<file path="config.mk">
export PLATFORM = sky130hd
export DESIGN_NAME = coherence_mem_arbiter
export DESIGN_NICKNAME = d
export VERILOG_FILES = /design/src/rtl/coherence_mem_arbiter.sv
export SDC_FILE = /design/constraint.sdc
export NUM_CORES = 1
export LEC_CHECK = 0
export BUFFER_PORTS_ARGS = -buffer_cell sky130_fd_sc_hd__clkbuf_2
export CAP_MARGIN = 20
export CORE_AREA = 10 10 189 191
export CTS_CLUSTER_SIZE = 24
export DETAILED_ROUTE_END_ITERATION = 8
export DIE_AREA = 0 0 199 201
export MAX_ROUTING_LAYER = met4
export PLACE_DENSITY = 0.5
export SLEW_MARGIN = 20
export SYNTH_ARGS = -nofsm -noshare
export SYNTH_HDL_FRONTEND = slang
export SYNTH_SLANG_ARGS = --single-unit
</file>
<file path="constraint.sdc">
create_clock -name CLK -period 1.6 [get_ports CLK]
set_clock_uncertainty 0.05 [all_clocks]
set_input_delay 0 -clock CLK [delete_from_list [all_inputs] [get_ports CLK]]
set_output_delay 0 -clock CLK [all_outputs]
set_load 0.03 [all_outputs]
</file>
<file path="src/rtl/coherence_mem_arbiter.sv">
// Multi-core memory arbiter: round-robin grants of fetch/read/writeback onto one RAM
// port, with MSI snoop broadcast and cache-to-cache supply from a Modified holder.
module coherence_mem_arbiter #(
  parameter int CPUS   = 2,
  parameter int WORD_W = 32
) (
  input  logic                     CLK,
  input  logic                     RST,
  input  logic [CPUS-1:0]          iREN,
  input  logic [CPUS*WORD_W-1:0]   iaddr,
  input  logic [CPUS-1:0]          dREN,
  input  logic [CPUS-1:0]          dWEN,
  input  logic [CPUS*WORD_W-1:0]   daddr,
  input  logic [CPUS*WORD_W-1:0]   dstore,
  input  logic [CPUS-1:0]          ccwrite,
  input  logic [CPUS-1:0]          cctrans,
  output logic [CPUS-1:0]          iwait,
  output logic [CPUS*WORD_W-1:0]   iload,
  output logic [CPUS-1:0]          dwait,
  output logic [CPUS*WORD_W-1:0]   dload,
  output logic [CPUS-1:0]          ccwait,
  output logic [CPUS-1:0]          ccinv,
  output logic [CPUS*WORD_W-1:0]   ccsnoopaddr,
  output logic                     ramREN,
  output logic                     ramWEN,
  output logic [WORD_W-1:0]        ramaddr,
  output logic [WORD_W-1:0]        ramstore,
  input  logic [WORD_W-1:0]        ramload,
  input  logic [1:0]               ramstate,
  output logic [2:0]               dbg_state,
  output logic [2:0]               dbg_rr
);

  localparam int IW = (CPUS > 1) ? $clog2(CPUS) : 1;
  localparam logic [1:0] RAM_ACCESS = 2'd2;

  typedef enum logic [2:0] {
    IDLE   = 3'd0,
    MEMWR  = 3'd1,
    SNOOP  = 3'd2,
    C2C    = 3'd3,
    MEMRD  = 3'd4,
    IFETCH = 3'd5
  } state_t;

  state_t          state_q, state_d;
  logic [IW-1:0]   g_q, g_d;
  logic [IW-1:0]   s_q, s_d;
  logic [IW-1:0]   rr_q, rr_d;

  logic [IW:0]     pick_w, pick_r, pick_i;
  logic            snoop_hold, c2c_hit;
  logic [IW-1:0]   c2c_idx;
  logic            ram_acc;

  // Returns {valid, index} of the first requester at or after ptr, wrapping.
  function automatic logic [IW:0] rr_pick(input logic [CPUS-1:0] req,
                                          input logic [IW-1:0] ptr);
    logic [IW:0] res;
    int          idx;
    res = '0;
    for (int k = CPUS - 1; k >= 0; k--) begin
      idx = (int'(ptr) + k) % CPUS;
      if (req[idx]) res = {1'b1, IW'(idx)};
    end
    return res;
  endfunction

  function automatic logic [IW-1:0] rr_next(input logic [IW-1:0] win);
    return IW'((int'(win) + 1) % CPUS);
  endfunction

  assign ram_acc   = (ramstate == RAM_ACCESS);
  assign dbg_state = state_q;
  assign dbg_rr    = 3'(rr_q);

  always_comb begin
    pick_w = rr_pick(dWEN, rr_q);
    pick_r = rr_pick(dREN, rr_q);
    pick_i = rr_pick(iREN, rr_q);
  end

  // Snoop responses from every cache other than the requester; lowest supplier wins.
  always_comb begin
    snoop_hold = 1'b0;
    c2c_hit    = 1'b0;
    c2c_idx    = '0;
    for (int j = CPUS - 1; j >= 0; j--) begin
      if (IW'(j) != g_q) begin
        if (cctrans[j] && !dWEN[j]) snoop_hold = 1'b1;
        if (cctrans[j] && ccwrite[j] && dWEN[j]) begin
          c2c_hit = 1'b1;
          c2c_idx = IW'(j);
        end
      end
    end
  end

  always_comb begin
    state_d = state_q;
    g_d     = g_q;
    s_d     = s_q;
    rr_d    = rr_q;
    case (state_q)
      IDLE: begin
        if (pick_w[IW]) begin
          g_d     = pick_w[IW-1:0];
          rr_d    = rr_next(pick_w[IW-1:0]);
          state_d = MEMWR;
        end else if (pick_r[IW]) begin
          g_d     = pick_r[IW-1:0];
          rr_d    = rr_next(pick_r[IW-1:0]);
          state_d = SNOOP;
        end else if (pick_i[IW]) begin
          g_d     = pick_i[IW-1:0];
          rr_d    = rr_next(pick_i[IW-1:0]);
          state_d = IFETCH;
        end
      end
      MEMWR: begin
        if (!dWEN[g_q] || ram_acc) state_d = IDLE;
      end
      SNOOP: begin
        if (!dREN[g_q]) begin
          state_d = IDLE;
        end else if (snoop_hold) begin
          state_d = SNOOP;
        end else if (c2c_hit) begin
          s_d     = c2c_idx;
          state_d = C2C;
        end else begin
          state_d = MEMRD;
        end
      end
      C2C, MEMRD: begin
        if (!dREN[g_q] || ram_acc) state_d = IDLE;
      end
      IFETCH: begin
        if (!iREN[g_q] || ram_acc) state_d = IDLE;
      end
      default: state_d = IDLE;
    endcase
  end

  always_ff @(posedge CLK) begin
    if (RST) begin
      state_q <= IDLE;
      g_q     <= '0;
      s_q     <= '0;
      rr_q    <= '0;
    end else begin
      state_q <= state_d;
      g_q     <= g_d;
      s_q     <= s_d;
      rr_q    <= rr_d;
    end
  end

  // Completion only when the granted request is still present in the ACCESS cycle.
  always_comb begin
    iwait       = '1;
    dwait       = '1;
    iload       = {CPUS{ramload}};
    dload       = {CPUS{ramload}};
    ccwait      = '0;
    ccinv       = '0;
    ccsnoopaddr = '0;
    ramREN      = 1'b0;
    ramWEN      = 1'b0;
    ramaddr     = '0;
    ramstore    = '0;
    case (state_q)
      MEMWR: begin
        ramWEN   = 1'b1;
        ramaddr  = daddr[int'(g_q)*WORD_W +: WORD_W];
        ramstore = dstore[int'(g_q)*WORD_W +: WORD_W];
        if (ram_acc && dWEN[g_q]) dwait[g_q] = 1'b0;
      end
      SNOOP: begin
        for (int j = 0; j < CPUS; j++) begin
          if (IW'(j) != g_q) begin
            ccwait[j]                        = 1'b1;
            ccinv[j]                         = ccwrite[g_q];
            ccsnoopaddr[j*WORD_W +: WORD_W]  = daddr[int'(g_q)*WORD_W +: WORD_W];
          end
        end
      end
      C2C: begin
        for (int j = 0; j < CPUS; j++) begin
          if (IW'(j) != g_q) begin
            ccwait[j]                        = 1'b1;
            ccsnoopaddr[j*WORD_W +: WORD_W]  = daddr[int'(g_q)*WORD_W +: WORD_W];
          end
        end
        dload[int'(g_q)*WORD_W +: WORD_W] = dstore[int'(s_q)*WORD_W +: WORD_W];
        ramWEN   = 1'b1;
        ramaddr  = daddr[int'(s_q)*WORD_W +: WORD_W];
        ramstore = dstore[int'(s_q)*WORD_W +: WORD_W];
        if (ram_acc && dREN[g_q]) begin
          dwait[g_q] = 1'b0;
          dwait[s_q] = 1'b0;
        end
      end
      MEMRD: begin
        ramREN  = 1'b1;
        ramaddr = daddr[int'(g_q)*WORD_W +: WORD_W];
        if (ram_acc && dREN[g_q]) dwait[g_q] = 1'b0;
      end
      IFETCH: begin
        ramREN  = 1'b1;
        ramaddr = iaddr[int'(g_q)*WORD_W +: WORD_W];
        if (ram_acc && iREN[g_q]) iwait[g_q] = 1'b0;
      end
      default: ;
    endcase
  end

endmodule

</file>
==> flow_metrics.py <==
metrics = {
    "status": {
        "status": "finished, violations left",
        "violations": "setup timing",
    },
    "timing": {
        "finalCritPeriodShare_pct": 121,
        "hold_violations": 0,
        "slew_violations": 0,
        "min_period_ns": 1.94,
        "tns_ns": -32.00,
        "rsz0062_at_grt": "yes",
        "worst_hold_slack_ns": 0.159,
        "timing.fmax_mhz": 515,
        "setup_slack_ns": -0.340,
        "setup_viol": 187,
    },
    "routing": {
        "route.met2.wl_um": 17900,
        "routed_via_density": 4.34,
        "vias": 6810,
        "drtIter0Drc": 231,
        "wl_per_cell_um": 21.3,
        "routed.top_layer": "met4",
        "wirelength_met1_um": 12600,
        "first_pass_iters": 5,
        "wl_um": 33300,
        "antenna_left": 0,
        "wl_met3_um": 2370,
        "drc": 0,
    },
    "power_and_ir_drop": {
        "seq_power_share_pct": 2.9,
        "p_per_area_nw_per_um2": 654,
        "cellLeakagePower_nw": 4.73,
        "p_clk_share_pct": 6.2,
        "finalPower_mw": 6.73,
        "irDropWorstVdd_mv": 0.502,
        "internal-power_mw": 3.16,
        "power.switching_mw": 3.57,
        "swShare_pct": 53.1,
        "pwr-share-comb_pct": 90.9,
    },
    "critical_path": {
        "critPathKind": "flop to output pin",
        "crit_required_ns": 1.55,
        "critPathArrivalTime_ns": 1.89,
        "cp_max_fo": 8,
        "r2r_end": "dbg_state[0]$_SDFFE_PP0P_",
        "setup.reg_to_reg.worst_slack_ns": -0.09,
        "reg2reg_from": "g_q$_SDFFE_PP0P_",
        "start_kind": "flop",
        "end_kind": "output pin",
        "reg2reg_depth": 6,
    },
    "floorplan": {
        "fp.dieH_um": 201,
        "core_area_um2": 32000,
        "start_util_pct": 12.1,
        "dieWidth_um": 199,
        "die_area_um2": 40000,
        "rows": 66,
        "io_pins": 510,
    },
    "cts": {
        "cts_sinks": 6,
        "cts_max_level": 1,
        "clock_latency_ns": 0.23,
        "cts_made_buffers": 3,
        "path_clk_slew_ns": 0.03,
        "cts_tree": "done",
        "cts_buffer_depth": 2,
        "cts_root_buffer": "clkbuf_16",
    },
    "cells_and_area": {
        "final_common_cell": "clkbuf_2",
        "syn_to_final_growth_pct": 165,
        "design.final.nets": 1398,
        "drive_above_1_share_pct": 73.8,
        "multi_input_area_um2": 4420,
        "final-seq-area_um2": 136,
        "nFillCells": 3347,
        "layout_common_cells": "318 x clkbuf_2, 123 x buf_4, 80 x nand2_1",
    },
    "global_routing": {
        "grt_pass1_vias": 7217,
        "grt_first_pass_wirelength_um": 45500,
        "grtUsageTotal_pct": 15.1,
        "antenna_found_initial": 3,
        "grt_max_degree": 35,
        "global_route.overflow_total": 0,
    },
    "synth": {
        "yosysSeqAreaShare_pct": 3.10,
        "avgSynthCellArea_um2": 6.12,
        "synth_cell_types": 44,
        "ys.warnings.count": 0,
        "ys_ff_latch": 6,
        "synthCells": 634,
        "synth_area_um2": 3880,
    },
    "hold_path": {
        "hold_depth": 4,
        "hp-class": "input pin to flop",
        "worstHoldEndpoint": "s_q$_SDFFE_PP0P_",
        "worstHoldStart": "ccwrite[0]",
    },
    "place": {
        "place.gp.congestion": 0.883,
        "dp_hpwl_um": 26100,
        "preCtsSetupSlack_ns": -0.247,
        "portBuffers": 507,
    },
    "flow_run": {
        "maxCapViolCount": 0,
    },
}
## kinds of logic after synthesis
group | share of synthesized area, %
and+or+nand+nor | 29.9
other | 0.0967
AOI/OAI and AO/OA | 29.4
DFF | 3.10
buffers and inverters | 20.3
muxes | 17.3
## layer usage
layer / vias to the layer above / global-route usage, %
met5: - / -
met4: 0 / 2.07
met3: 26 / 2.72
met2: 384 / 29.2
met1: 3193 / 15.7
li1: 3207 / -
## synthesized netlist by cell type, drive strengths merged
library cell | instances | area, µm²
a211oi | 1 | 7.51
a21boi | 2 | 26.3
a21oi | 74 | 378
a22oi | 32 | 240
a32oi | 1 | 8.76
a41oi | 1 | 8.76
and2 | 65 | 407
and3 | 3 | 18.8
and4b | 1 | 10.0
buf | 91 | 654
clkbuf | 27 | 101
conb | 1 | 3.75
dfxtp | 6 | 120
inv | 8 | 30.0
mux2i | 67 | 671
nand2 | 107 | 402
nand2b | 5 | 31.3
nand3 | 6 | 30.0
nand3b | 2 | 15.0
nand4 | 3 | 18.8
nor2 | 39 | 149
nor2b | 3 | 18.8
nor3 | 5 | 36.3
o21ai | 69 | 353
o21ba | 1 | 10.0
o22a | 1 | 8.76
o22ai | 2 | 25.0
o31ai | 3 | 22.5
o32ai | 4 | 42.6
o41ai | 1 | 8.76
or2 | 1 | 6.26
or3 | 1 | 6.26
or3b | 1 | 11.3
## what timing repair did
item / CTS / global route
cloned: 6 / 4
endpoints found under the hold margin: 1 / 0
pin swaps: 18 / 22
gates resized for setup: 281 / 251
hold buffers: 1 / 0
setup buffers: 13 / 11
endpoints found under the setup margin: 204 / 206
## sequential cells by signal (all words and copies together), names as in the netlist
name and count:
s_q 1, g_q 1, rr_q 1, dbg_state 3
## stage by stage
step | util [%] | instance area, µm² | instances
finish | 32.1 | 10300 | 1568
global route | 32.1 | 10300 | 1568
CTS | 30.3 | 9710 | 1553
detailed placement | 25.6 | 8220 | 1530
global placement | 25.6 | 8220 | 1530
floorplan | - | 5050 | 635
## power groups by stage
stage | clock, mW | sequential, mW | combinational (mW)
floorplan | 0 | 0.213 | 3.02
global placement | 0 | 0.199 | 4.68
detailed placement | 0 | 0.200 | 4.70
CTS | 0.416 | 0.199 | 5.78
global route | 0.427 | 0.201 | 6.41
finish | 0.417 | 0.198 | 6.11
## layout make-up
type                    count  area share (%)
flip-flops and latches      6            1.33
repair buffers            638            49.7
well taps                 408            4.96
multi-input cells         503            43.0
clock buffers               3           0.730
inverters                   8           0.292
diodes                      2          0.0486
## critical path: stages, from the launching register on
cell and delay (ns):
dfxtp_2 0.32, buf_6 0.14, nand2_4 0.07, a21boi_4 0.22, o22ai_4 0.10, buf_6 0.14, buf_12 0.15, a22oi_2 0.24
o21ai_2 0.09, clkbuf_8 0.17
## worst max-delay path by stage
stage / start / endpoint / slack [ns] / cells after the start
after floorplan: dbg_state[2]$_SDFFE_PP0P_ / ramaddr[10] / -0.03 / 6
after global placement: dbg_state[1]$_SDFFE_PP0P_ / ramaddr[28] / -0.24 / 8
after detailed placement: dbg_state[1]$_SDFFE_PP0P_ / ramaddr[30] / -0.25 / 8
after CTS: dbg_state[2]$_SDFFE_PP0P_ / ramaddr[5] / -0.40 / 7
after global routing: dbg_state[1]$_SDFFE_PP0P_ / ramaddr[15] / -0.39 / 9
final: dbg_state[1]$_SDFFE_PP0P_ / ramaddr[28] / -0.34 / 9
Power figures use the tool's default switching activity.
